--- config.mk ---
export PLATFORM = sky130hd
export DESIGN_NAME = axis_rr_arbiter_flat
export DESIGN_NICKNAME = d
export VERILOG_FILES = /design/src/rtl/axis_rr_arbiter_if.sv /design/src/rtl/axis_rr_arbiter.sv /design/src/flat_wrapper.sv
export SDC_FILE = /design/constraint.sdc
export NUM_CORES = 1
export LEC_CHECK = 0
export ABC_AREA = 1
export CELL_PAD_IN_SITES_DETAIL_PLACEMENT = 1
export CELL_PAD_IN_SITES_GLOBAL_PLACEMENT = 1
export CORE_UTILIZATION = 41
export DETAILED_ROUTE_END_ITERATION = 7
export DONT_BUFFER_PORTS = 1
export PLACE_DENSITY = 0.76
export SETUP_SLACK_MARGIN = 0.05
export SYNTH_ARGS = -nofsm -noshare
export SYNTH_HDL_FRONTEND = slang
export SYNTH_SLANG_ARGS = --single-unit
--- constraint.sdc ---
create_clock -name clk -period 4 [get_ports clk]
set_input_delay 0.6 -clock clk [delete_from_list [all_inputs] [get_ports clk]]
set_output_delay 0.6 -clock clk [all_outputs]
set_load 0.02 [all_outputs]
--- src/rtl/axis_rr_arbiter_if.sv ---
// AXI-Stream bundle carrying N parallel lanes of WIDTH-bit data.
// Lane i of TDATA occupies bits [i*WIDTH +: WIDTH].
interface axis_rr_arbiter_if #(
    parameter int N     = 1,
    parameter int WIDTH = 8
);
    logic [N-1:0]       TVALID;
    logic [N*WIDTH-1:0] TDATA;
    logic [N-1:0]       TLAST;
    logic [N-1:0]       TREADY;

    modport master (
        output TVALID,
        output TDATA,
        output TLAST,
        input  TREADY
    );

    modport slave (
        input  TVALID,
        input  TDATA,
        input  TLAST,
        output TREADY
    );
endinterface

--- src/rtl/axis_rr_arbiter.sv ---
// Round-robin AXI-Stream packet arbiter: one grant per packet, held to TLAST
// or to the MAX_BEATS limit, with a zero-latency pass-through while granted.
module axis_rr_arbiter #(
    parameter int NUM_IN    = 4,
    parameter int WIDTH     = 8,
    parameter int MAX_BEATS = 16
) (
    input  logic                      clk,
    input  logic                      rst,
    axis_rr_arbiter_if.slave          s_axis,
    axis_rr_arbiter_if.master         m_axis,
    output logic [$clog2(NUM_IN)-1:0] grant_id,
    output logic                      busy,
    output logic                      trunc_err
);
    localparam int IW = $clog2(NUM_IN);
    localparam int CW = $clog2(MAX_BEATS + 1);
    localparam logic [CW-1:0] LIM = CW'(MAX_BEATS - 1);

    typedef enum logic {
        IDLE,
        XFER
    } state_t;

    state_t          state;
    state_t          state_d;
    logic [IW-1:0]   grant_d;
    logic [IW-1:0]   last_grant;
    logic [IW-1:0]   last_d;
    logic [CW-1:0]   beat_cnt;
    logic [CW-1:0]   cnt_d;
    logic            trunc_d;

    logic [IW-1:0]   pick;
    logic [IW:0]     best;
    logic [IW:0]     off;
    logic [IW:0]     ip;
    logic [IW:0]     lg;

    logic            g_valid;
    logic            g_last;
    logic [WIDTH-1:0] g_data;
    logic            at_lim;

    // Pick the requester at the smallest cyclic distance after last_grant.
    always_comb begin
        pick = '0;
        best = (IW+1)'(NUM_IN + 1);
        off  = '0;
        ip   = '0;
        lg   = {1'b0, last_grant};
        for (int i = 0; i < NUM_IN; i++) begin
            ip = (IW+1)'(i);
            if (ip > lg) begin
                off = ip - lg;
            end else begin
                off = ip + (IW+1)'(NUM_IN) - lg;
            end
            if (s_axis.TVALID[i] && (off < best)) begin
                best = off;
                pick = IW'(i);
            end
        end
    end

    always_comb begin
        g_valid = 1'b0;
        g_last  = 1'b0;
        g_data  = '0;
        for (int i = 0; i < NUM_IN; i++) begin
            if (grant_id == IW'(i)) begin
                g_valid = s_axis.TVALID[i];
                g_last  = s_axis.TLAST[i];
                g_data  = s_axis.TDATA[i*WIDTH +: WIDTH];
            end
        end
    end

    assign at_lim = (beat_cnt == LIM);
    assign busy   = (state == XFER);

    always_comb begin
        state_d       = state;
        grant_d       = grant_id;
        last_d        = last_grant;
        cnt_d         = beat_cnt;
        trunc_d       = 1'b0;
        m_axis.TVALID = 1'b0;
        m_axis.TDATA  = '0;
        m_axis.TLAST  = 1'b0;
        s_axis.TREADY = '0;
        unique case (state)
            IDLE: begin
                if (|s_axis.TVALID) begin
                    grant_d = pick;
                    cnt_d   = '0;
                    state_d = XFER;
                end
            end
            XFER: begin
                m_axis.TVALID = g_valid;
                m_axis.TDATA  = g_data;
                m_axis.TLAST  = g_last | at_lim;
                s_axis.TREADY = {{(NUM_IN-1){1'b0}}, m_axis.TREADY} << grant_id;
                if (g_valid && m_axis.TREADY) begin
                    if (g_last || at_lim) begin
                        state_d = IDLE;
                        last_d  = grant_id;
                        cnt_d   = '0;
                        trunc_d = ~g_last;
                    end else begin
                        cnt_d = beat_cnt + 1'b1;
                    end
                end
            end
            default: state_d = IDLE;
        endcase
    end

    always_ff @(posedge clk) begin
        if (rst) begin
            state      <= IDLE;
            grant_id   <= '0;
            last_grant <= IW'(NUM_IN - 1);
            beat_cnt   <= '0;
            trunc_err  <= 1'b0;
        end else begin
            state      <= state_d;
            grant_id   <= grant_d;
            last_grant <= last_d;
            beat_cnt   <= cnt_d;
            trunc_err  <= trunc_d;
        end
    end
endmodule

--- src/flat_wrapper.sv ---
// flat-port wrapper written by rule: the top's interface ports become plain ports
module axis_rr_arbiter_flat 
#(
    parameter int NUM_IN    = 4,
    parameter int WIDTH     = 8,
    parameter int MAX_BEATS = 16
)
  (clk, rst, grant_id, busy, trunc_err, s_axis_TVALID, s_axis_TDATA, s_axis_TLAST, s_axis_TREADY, m_axis_TVALID, m_axis_TDATA, m_axis_TLAST, m_axis_TREADY);
  axis_rr_arbiter_if #(.N(NUM_IN), .WIDTH(WIDTH)) s_axis_i ();
  axis_rr_arbiter_if #(.N(1), .WIDTH(WIDTH)) m_axis_i ();
  input  logic clk;
  input  logic rst;
  output logic [$clog2(NUM_IN)-1:0] grant_id;
  output logic busy;
  output logic trunc_err;
  input wire logic [$bits(s_axis_i.TVALID)-1:0] s_axis_TVALID;
  input wire logic [$bits(s_axis_i.TDATA)-1:0] s_axis_TDATA;
  input wire logic [$bits(s_axis_i.TLAST)-1:0] s_axis_TLAST;
  output wire logic [$bits(s_axis_i.TREADY)-1:0] s_axis_TREADY;
  output wire logic [$bits(m_axis_i.TVALID)-1:0] m_axis_TVALID;
  output wire logic [$bits(m_axis_i.TDATA)-1:0] m_axis_TDATA;
  output wire logic [$bits(m_axis_i.TLAST)-1:0] m_axis_TLAST;
  input wire logic [$bits(m_axis_i.TREADY)-1:0] m_axis_TREADY;
  assign s_axis_i.TVALID = s_axis_TVALID;
  assign s_axis_i.TDATA = s_axis_TDATA;
  assign s_axis_i.TLAST = s_axis_TLAST;
  assign s_axis_TREADY = s_axis_i.TREADY;
  assign m_axis_TVALID = m_axis_i.TVALID;
  assign m_axis_TDATA = m_axis_i.TDATA;
  assign m_axis_TLAST = m_axis_i.TLAST;
  assign m_axis_i.TREADY = m_axis_TREADY;
  axis_rr_arbiter #(.NUM_IN(NUM_IN), .WIDTH(WIDTH), .MAX_BEATS(MAX_BEATS)) u_core (.clk(clk), .rst(rst), .s_axis(s_axis_i), .m_axis(m_axis_i), .grant_id(grant_id), .busy(busy), .trunc_err(trunc_err));
endmodule
; Word level (Yosys, flattened, before mapping)
; Index checks and enable logic that the tools add are counted.
[word_totals]
regBits = 11
latch_bits = 0
ramBits = 0
rom_bits = 0
input_bits = 43
out_inout_bits = 18
n_memories = 0
[op_classes]
add_sub_neg = 8
n_mul = 0
div_mod_pow = 0
magnitude_cmp = 7
eq_ne = 6
shift = 1
n_mux = 33
bitwise_logic = 5
reduce_logical = 12
[op_table]
columns = cell, n
row1 = two-way mux 8 bit, 5
row2 = two-way mux 3 bit, 6
row3 = two-way mux 5 bit, 3
row4 = two-way mux 1 bit, 14
row5 = "subtractor 3 x 2 -> 3 bit, first input constant", 4
row6 = one-hot mux 5 bit (2 select lines), 1
row7 = < comparator 3 bit, 3
row8 = OR reduction 4 bit, 2
row9 = "subtractor 2 x 2 -> 3 bit, first input constant", 2
row10 = "adder 5 x 1 -> 5 bit, second input constant", 1
row11 = "equality test 5 x 4 -> 1 bit, second input constant", 1
row12 = logical AND 1 bit, 5
row13 = "equality test 2 bit, second input constant", 2
row14 = "> comparator 2 bit, first input constant", 2
row15 = two-way mux 2 bit, 2
row16 = two-way mux 4 bit, 1
row17 = inverter 1 bit, 4
row18 = AND reduction 2 bit, 2
row19 = left shift 1 x 2 -> 4 bit, 1
row20 = "< comparator 3 bit, second input constant", 1
row21 = AND reduction 3 bit, 1
row22 = "subtractor 1 x 2 -> 3 bit, first input constant", 1
row23 = "equality test 2 x 1 -> 1 bit, second input constant", 1
row24 = "> comparator 1 x 2 -> 1 bit, first input constant", 1
row25 = other kinds (6), 6

; Depth between registers and ports, before layout
; Gate-level depths: netlist of the first run.
[depth]
depth_word = 13
ltp_mapped = 23

; Worst setup path before layout of the first run
; No wires, ideal clock.
[synth_path]
kind = register -> register
startpoint = register u_core.last_grant[0]
endpoint = register u_core.grant_id[0]
t_arrival_ns = 2.734
slack_ns = 1.197
stages_incl_launch_ff = 18
path_cell_list = dfxtp_1 -> inv_1 -> ha_1 -> nand2_1 -> nand4_1 -> nor2_1 -> nor2_1 -> nand2_1 -> o21ai_0 -> ha_1 -> a211oi_1 -> nand2_2 -> nand2_1 -> o21ai_0 -> ha_1 -> a211oi_1 -> nand2_1 -> a21oi_1
[synth_via]
elab_chain_len = 13
elab_cells_between_ends = 27
[synth_rtl]
columns = item, line_no
row1 = start: declaration, axis_rr_arbiter.sv:28  ; logic [IW-1:0] last_grant;
row2 = start signal: assignment, axis_rr_arbiter.sv:124  ; last_grant <= IW'(NUM_IN - 1);
row3 = start signal: assignment, axis_rr_arbiter.sv:130  ; last_grant <= last_d;
row4 = subtractor 3 x 2 -> 3 bit, axis_rr_arbiter.sv:57  ; off = ip + (IW+1)'(NUM_IN) - lg;
row5 = < comparator 3 bit, axis_rr_arbiter.sv:59  ; if (s_axis.TVALID[i] && (off < best)) begin
row6 = logical AND 1 bit, axis_rr_arbiter.sv:59
row7 = two-way mux 3 bit, axis_rr_arbiter.sv:59
row8 = < comparator 3 bit, axis_rr_arbiter.sv:59
row9 = logical AND 1 bit, axis_rr_arbiter.sv:59
row10 = two-way mux 3 bit, axis_rr_arbiter.sv:59
row11 = < comparator 3 bit, axis_rr_arbiter.sv:59
row12 = logical AND 1 bit, axis_rr_arbiter.sv:59
row13 = two-way mux 3 bit, axis_rr_arbiter.sv:59
row14 = < comparator 3 bit, axis_rr_arbiter.sv:59
row15 = logical AND 1 bit, axis_rr_arbiter.sv:59
row16 = two-way mux 2 bit (*), axis_rr_arbiter.sv:59
row17 = end signal: assignment, axis_rr_arbiter.sv:129  ; grant_id <= grant_d;
row18 = end: declaration, axis_rr_arbiter.sv:12  ; output logic [$clog2(NUM_IN)-1:0] grant_id,
; Mark *: on every way between the ends. The rest lies on a longest branch, timed or not.
; A chain may end at the register's enable or synchronous reset.

; Worst setup path after layout of the first run
[layout_path]
startpoint = register u_core.last_grant[0]
endpoint = register u_core.grant_id[1]
; Same word-level chain as after synthesis.

==> results of run 1 <==
[cells in the final DEF, fill, tap and decap left out, types with 3 or more instances in the layout]
| cell | netlist | routed |
|---|---|---|
| nand2_1 | 48 | 48 |
| o21ai_0 | 27 | 27 |
| inv_1 | 19 | 19 |
| a21oi_1 | 17 | 17 |
| ha_1 | 11 | 11 |
| dfxtp_1 | 11 | 11 |
| nor2_1 | 10 | 10 |
| nand3_1 | 7 | 7 |
| nand2_2 | 5 | 5 |
| nor3_1 | 3 | 3 |
| inv_2 | 3 | 3 |
| o211ai_1 | 3 | 3 |
| a211oi_1 | 3 | 3 |
| nor2_4 | 3 | 3 |
| clkbuf_4 | 0 | 3 |
[area by class of cell]
type | count | area [sq um] | area share (%)
flip-flops and latches | 11 | 220.2 | 17.80
inverters | 24 | 93.84 | 7.583
clock inverters | 1 | 5.005 | 0.4044
well taps | 31 | 38.79 | 3.134
multi-input cells | 152 | 857.1 | 69.26
clock buffers | 3 | 22.52 | 1.820
[worst max-delay path: cells and delay by family (launching register included)]
kind	cells	cell delay, ns
adders and majority gates	3	0.88
AOI/OAI and AO/OA	5	0.87
and+or+nand+nor	9	0.84
DFF	1	0.41
buffers and inverters	1	0.15
[how the worst min path moves through the flow]
| stage | end | slack, ns | cells after the start |
|---|---|---|---|
| 5_1_grt | u_core.beat_cnt[1] | 0.36 | 1 |
| 3_5_place_dp | u_core.beat_cnt[4] | 0.46 | 2 |
| 2_1_floorplan | u_core.beat_cnt[4] | 0.43 | 2 |
| 4_1_cts | u_core.beat_cnt[4] | 0.37 | 1 |
| 3_3_place_gp | u_core.beat_cnt[4] | 0.44 | 2 |
| 6_report | u_core.beat_cnt[1] | 0.38 | 1 |
[through the flow]
| stage | area [sq um] | hold WS, ns | setup WS [ns] | utilization, % |
|---|---|---|---|---|
| 2_1_floorplan | 1194 | 0.4328 | 1.197 | - |
| 3_3_place_gp | 1210 | 0.4414 | 0.9778 | 43.87 |
| 3_5_place_dp | 1210 | 0.4580 | 0.7744 | 43.87 |
| 4_1_cts | 1237 | 0.3721 | 0.7528 | 44.87 |
| 5_1_grt | 1237 | 0.3553 | 0.3003 | 44.87 |
| 6_report | 1237 | 0.3822 | 0.7595 | 44.87 |
[state kept, by name (all words and copies together), names as in the netlist]
name,cells
u_core.grant_id,2
u_core.beat_cnt,5
u_core.trunc_err,1
u_core.busy,1
u_core.last_grant,2
[layer usage]
metal / vias up / global-route usage, %
li1: 644 / -
met1: 581 / 23.93
met2: 52 / 37.01
met3: 8 / 6.512
met4: 0 / 5.923
met5: - / 0
[kinds of logic (layout without fill, tap and decap cells)]
| logic type | count (synthesis) | after routing | synth area share [%] |
|---|---|---|---|
| XOR/XNOR | 1 | 1 | 0.7339 |
| adder cells (fa/ha/maj) | 11 | 11 | 11.53 |
| buffers and inverters | 29 | 28 | 9.748 |
| flip-flops | 11 | 11 | 18.45 |
| AND/OR/NAND/NOR | 85 | 85 | 33.44 |
| AO/OA/AOI/OAI | 55 | 55 | 26.10 |
[report_power, final]
part | switching, mW | total, mW | leakage, nW | internal (mW)
Sequential | 0.0258 | 0.142 | 0.0899 | 0.116
Combinational | 0.126 | 0.184 | 0.480 | 0.0580
Clock | 0.0398 | 0.0770 | 0.0177 | 0.0371
Total | 0.191 | 0.403 | 0.587 | 0.211
==> impl_metrics.env, run 1 <==
export IMPL_place_inst=218
export IMPL_p_leak_nw=0.5872
export IMPL_firstDrtPassIters=4
export IMPL_r2r_start="u_core.last_grant[0]"
export IMPL_die_w_microns=55.96
export IMPL_core_area_sq_um=2758
export IMPL_synthArstFlopShare_pct=0
export IMPL_grt_start_max_net_pins=19
export IMPL_rows=19
export IMPL_port_buffers=0
export IMPL_synth_edf_count=0
export IMPL_rsz0062_at_grt="false"
export IMPL_insertedDiodeCount=0
export IMPL_drt_total_wl_microns=3248
export IMPL_postCtsHoldBufs=0
export IMPL_power_density_nw_per_um2=325.3
export IMPL_grt_pass1_vias=1223
export IMPL_synth_top_area_share_pct=18.45
export IMPL_synth_top_flop_cell="dfxtp_1"
export IMPL_critical_path_class="reg2reg"
export IMPL_synth_most_common_cell="nand2_1"
export IMPL_worstPathRequired_ns=4.21
export IMPL_fin_skew_ns=0.001256
export IMPL_r2r_cells=18
export IMPL_critPathSlowestCell="dfxtp_1"
export IMPL_postCtsSetupBuffers=0
export IMPL_ant_nets=0
export IMPL_reg2reg_to="u_core.grant_id[1]"
export IMPL_ys_ff_latch=11
export IMPL_final_net_count=246
export IMPL_worst_pin_slew_ns=0.9017
export IMPL_h_tree_depth=1
export IMPL_cts_root_buf="clkbuf_4"
export IMPL_synth_cells=192
export IMPL_grt_util_all_layers_pct=20.81
export IMPL_synth_largest_area_cell="dfxtp_1"
export IMPL_hp_class="in2reg"
export IMPL_overflow=0
export IMPL_yosysWarnings=0
export IMPL_io_pin_count=61
export IMPL_worstSkewPairLatency_ns=0.27
export IMPL_maxCapViolCount=0
export IMPL_grt_pass1_wl_microns=5285
export IMPL_crit_end="u_core.grant_id[1]"
export IMPL_clk_pin_slew_worst_paths_ns=0.07
export IMPL_syn_nets=246
export IMPL_clock_sinks=11
export IMPL_gp_congestion=0.8340
export IMPL_hp_start="rst"
export IMPL_fillerInstances=384
export IMPL_path_cells="inv_1, ha_1, nand4_1, nand2_1, nand2_1, nand2_1, nand2_1, nand2_1, o21ai_0, ha_1, a211oi_1, nand2_2, nand2_1, o21ai_0, ha_1, a211oi_1, nand2_1, a21oi_1"
export IMPL_relSlewSlack_pct=39.81
export IMPL_stdcell_count=222
export IMPL_ys_seq_area_share_pct=18.45
export IMPL_yosysUniqueCellTypes=28
export IMPL_cts_buffers=3
export IMPL_fin_crit_sh_pct=81.01
export IMPL_path_max_fanout=6
export IMPL_status="finished, final reports clean"
export IMPL_drive_above_1_share_pct=12.04
export IMPL_cts_tree="yes"
export IMPL_crit_start="u_core.last_grant[0]"
export IMPL_wl_met1_microns=1387
export IMPL_start_util_pct=43.28
export IMPL_setup_violations=0
export IMPL_worstPathArrival_ns=3.45
export IMPL_die_y_microns=55.96
export IMPL_maxUsedRoutingLayer="met4"
export IMPL_dpl_hpwl_microns=2667
export IMPL_endpoint_kind="flip-flop"
export IMPL_drv_slew=0
export IMPL_post_drt_wl_per_cell_microns=14.63
export IMPL_wl_met2_microns=1530
export IMPL_post_route_drc_count=0
export IMPL_syn_area_sq_um=1194
export IMPL_hold_violations=0
export IMPL_irDropWorstVdd_v=0.0002141
export IMPL_period_minus_slack_ns=3.241
export IMPL_antenna_found_initial=0
export IMPL_final_setup_tns_ns=0
export IMPL_drtIter0Drc=48
export IMPL_fmax_mhz=308.6
export IMPL_cts_buffer_depth=2
export IMPL_critPathMostFrequentCell="nand2_1"
export IMPL_die_area_sq_um=3131
export IMPL_area_growth_pct=3.669
export IMPL_vias_per_cell=5.788
export IMPL_routed_via_count=1285
export IMPL_syn_mean_instance_area_sq_um=6.217
export IMPL_route_met3_wl_microns=272
export IMPL_synthTopCellsByArea="dfxtp_1, nand2_1, ha_1, o21ai_0, a21oi_1"
export IMPL_critPathLaunchType="flip-flop"
export IMPL_synth_common_cells="nand2_1, o21ai_0, inv_1, a21oi_1"
export IMPL_total_power_mw=0.4025
export IMPL_crit_path_max_incr_delay_ns=0.41
export IMPL_cts_resized=0
export IMPL_reg2reg_slack_ns=0.76
No activity file was read; power rests on OpenSTA's default activity.
==> run 2: changes to the inputs <==
==> constraint.sdc (replaced) <==
create_clock -name clk -period 3.3 [get_ports clk]
set_input_delay 0.495 -clock clk [delete_from_list [all_inputs] [get_ports clk]]
set_output_delay 0.495 -clock clk [all_outputs]
set_load 0.02 [all_outputs]
==> run 2 against run 1 <==
  * Combinational power rose by 32%
  * Total power rose by 25%
  * Global-route usage increased by 1.3 points
  * Design area increased by 3.3%
  * Hold slack got worse by 0.10 ns
  * Sequential share of layout area decreased by 0.38 points
  * Setup slack got worse by 0.39 ns
  * Core utilization rose by 1.5 points
  * Non-clock buffer count up 2
  * Sequential cell count stayed put
  * Clock-buffer cell count rose by 1
  * Wire length is 1.6% higher
  * Critical endpoint is now u_core.grant_id[0]
  * Largest power group unchanged
==> impl_metrics.env, run 2 (synthesis results as in run 1) <==
export IMPL_status="finished, final reports clean"
export IMPL_crit_path_max_incr_delay_ns=0.38
export IMPL_switching_share_pct=46.90
export IMPL_cts_tree="yes"
export IMPL_grt_start_max_net_pins=19
export IMPL_clock_sinks=11
export IMPL_hp_class="in2reg"
export IMPL_rsz0062_at_grt="false"
export IMPL_grtUsageMet1_pct=24.89
export IMPL_largest_reg_flops=5
export IMPL_path_delay_family="adder cells"
export IMPL_hold_violations=0
export IMPL_setup_ws_ns=0.3711
export IMPL_gp_congestion=0.8072
export IMPL_top_regs="u_core.beat_cnt x5, u_core.grant_id x2, u_core.last_grant x2"
export IMPL_cts_root_buf="clkbuf_4"
export IMPL_layout_commonest_cell="nand2_1"
export IMPL_dpl_hpwl_microns=2681
export IMPL_total_power_mw=0.5049
export IMPL_insertedDiodeCount=0
export IMPL_combPwrFrac_pct=48.2
export IMPL_io_pin_count=61
export IMPL_drive_above_1_share_pct=16.58
export IMPL_power_density_nw_per_um2=394.8
export IMPL_relSlewSlack_pct=47.27
export IMPL_grt_pass1_vias=1255
export IMPL_maxCapViolCount=0
export IMPL_die_area_sq_um=3131
export IMPL_routed_via_count=1262
export IMPL_busiest_layer="met2"
export IMPL_critPathBufInv=1
export IMPL_top_register="u_core.beat_cnt"
export IMPL_clk_pin_slew_worst_paths_ns=0.07
export IMPL_worstPathRequired_ns=3.52
export IMPL_rows=19
export IMPL_final_cell_mix="nand2_1, o21ai_0, inv_1, a21oi_1, ha_1"
export IMPL_h_tree_depth=1
export IMPL_worst_pin_slew_ns=0.7898
export IMPL_fin_area_sq_um=1279
export IMPL_fmax_mhz=341.4
export IMPL_overflow=0
export IMPL_final_net_count=248
export IMPL_start_util_pct=43.28
export IMPL_cts_buffer_depth=2
export IMPL_critical_path_class="reg2reg"
export IMPL_fin_crit_sh_pct=88.75
export IMPL_pre_cts_slack_ns=0.06831
export IMPL_die_w_microns=55.96
export IMPL_critPathSlowestCell="dfxtp_2"
export IMPL_gr_usage_met2_pct=40.79
export IMPL_reg2reg_slack_ns=0.37
export IMPL_core_area_sq_um=2758
export IMPL_ant_nets=0
export IMPL_drv_slew=0
export IMPL_clkPwrFrac_pct=18.9
export IMPL_postCtsHoldBufs=0
export IMPL_p_seq_share_pct=32.9
export IMPL_grt_util_met3_pct=6.744
export IMPL_irDropWorstVdd_v=0.0002717
export IMPL_firstDrtPassIters=4
export IMPL_area_growth_pct=7.128
export IMPL_post_drt_wl_per_cell_microns=14.73
export IMPL_post_dp_cell_area_sq_um=1217
export IMPL_path_max_fanout=6
export IMPL_p_leak_nw=0.5881
export IMPL_period_minus_slack_ns=2.929
export IMPL_path_cells="inv_2, ha_4, nand2_1, nand4_1, nor2_2, nor2_1, nand2_1, nand2_1, o21ai_1, ha_1, a211oi_2, nand2_2, nand2_1, o21ai_0, ha_1, a211oi_2, nand2_1, a21oi_1"
export IMPL_setup_violations=0
export IMPL_cts_buffers=3
export IMPL_port_buffers=0
export IMPL_die_y_microns=55.96
export IMPL_intPower_mw=0.2681
export IMPL_grt_util_all_layers_pct=22.16
export IMPL_drt_total_wl_microns=3300
export IMPL_antenna_found_initial=0
export IMPL_worstSkewPairLatency_ns=0.28
export IMPL_grt_pass1_wl_microns=5554
export IMPL_critPathLaunchType="flip-flop"
export IMPL_final_setup_tns_ns=0
export IMPL_fin_skew_ns=0.006868
export IMPL_fillerInstances=371
export IMPL_drtIter0Drc=74
export IMPL_power_switching_mw=0.2368
export IMPL_endpoint_kind="flip-flop"
export IMPL_vias_per_cell=5.634
export IMPL_worstPathArrival_ns=3.15
export IMPL_critPathMostFrequentCell="nand2_1"
export IMPL_post_route_drc_count=0
==> run 2: area by class of cell <==
type	instances	area, sq um	share of cell area [%]
multi-input cells	152	882.1	68.98
flip-flops and latches	11	222.7	17.42
inverters	24	93.84	7.339
well taps	31	38.79	3.033
clock buffers	4	26.28	2.055
repair buffers	2	15.01	1.174
==> run 2: power by group through the flow <==
stage / sequential (mW) / clock (mW) / combinational, mW
finish: 0.166 / 0.0955 / 0.243
global route: 0.169 / 0.104 / 0.274
CTS: 0.166 / 0.0998 / 0.233
detailed placement: 0.169 / 0 / 0.231
global placement: 0.168 / 0 / 0.224
floorplan: 0.158 / 0 / 0.199
==> run 2: timing repair <==
item / in CTS / in global routing
setup buffers: 0 / 1
endpoints found under the setup margin: 0 / 2
resized for setup: 0 / 9
==> run 2: per-layer routing <==
metal | wire [microns] | up-vias | share of wire, %
met5 | 0 | - | 0
met4 | 32 | 0 | 0.97
met3 | 268 | 5 | 8.1
met2 | 1598 | 47 | 48
met1 | 1401 | 566 | 42
li1 | - | 644 | -
==> run 2: final timing paths <==
kind	endpoint	cells past startpoint	from
max	u_core.grant_id[0]	18	u_core.last_grant[0]
min	u_core.busy	1	rst
max reg2reg	u_core.grant_id[0]	18	u_core.last_grant[0]
min reg2reg	u_core.beat_cnt[4]	2	u_core.beat_cnt[4]
==> run 2: metrics by stage <==
| step | hold WS [ns] | cells | util (%) |
|---|---|---|---|
| global placement | 0.4411 | 219 | 44.15 |
| floorplan | 0.4328 | 192 | - |
| CTS | 0.2720 | 223 | 45.10 |
| global route | 0.2660 | 224 | 46.37 |
| detailed placement | 0.4566 | 219 | 44.15 |
| finish | 0.2811 | 224 | 46.37 |
==> run 3: changes to the inputs <==
--- a/config.mk
+++ b/config.mk
@@ -6,9 +6,11 @@
 export NUM_CORES = 1
 export LEC_CHECK = 0
 export ABC_AREA = 1
+export CAP_MARGIN = 20
 export CELL_PAD_IN_SITES_DETAIL_PLACEMENT = 1
 export CELL_PAD_IN_SITES_GLOBAL_PLACEMENT = 1
 export CORE_UTILIZATION = 41
+export CTS_CLUSTER_DIAMETER = 120
 export DETAILED_ROUTE_END_ITERATION = 7
 export DONT_BUFFER_PORTS = 1
 export PLACE_DENSITY = 0.76
==> results of run 3 <==
Final layout, timing and power as in run 2 (identical DEF).
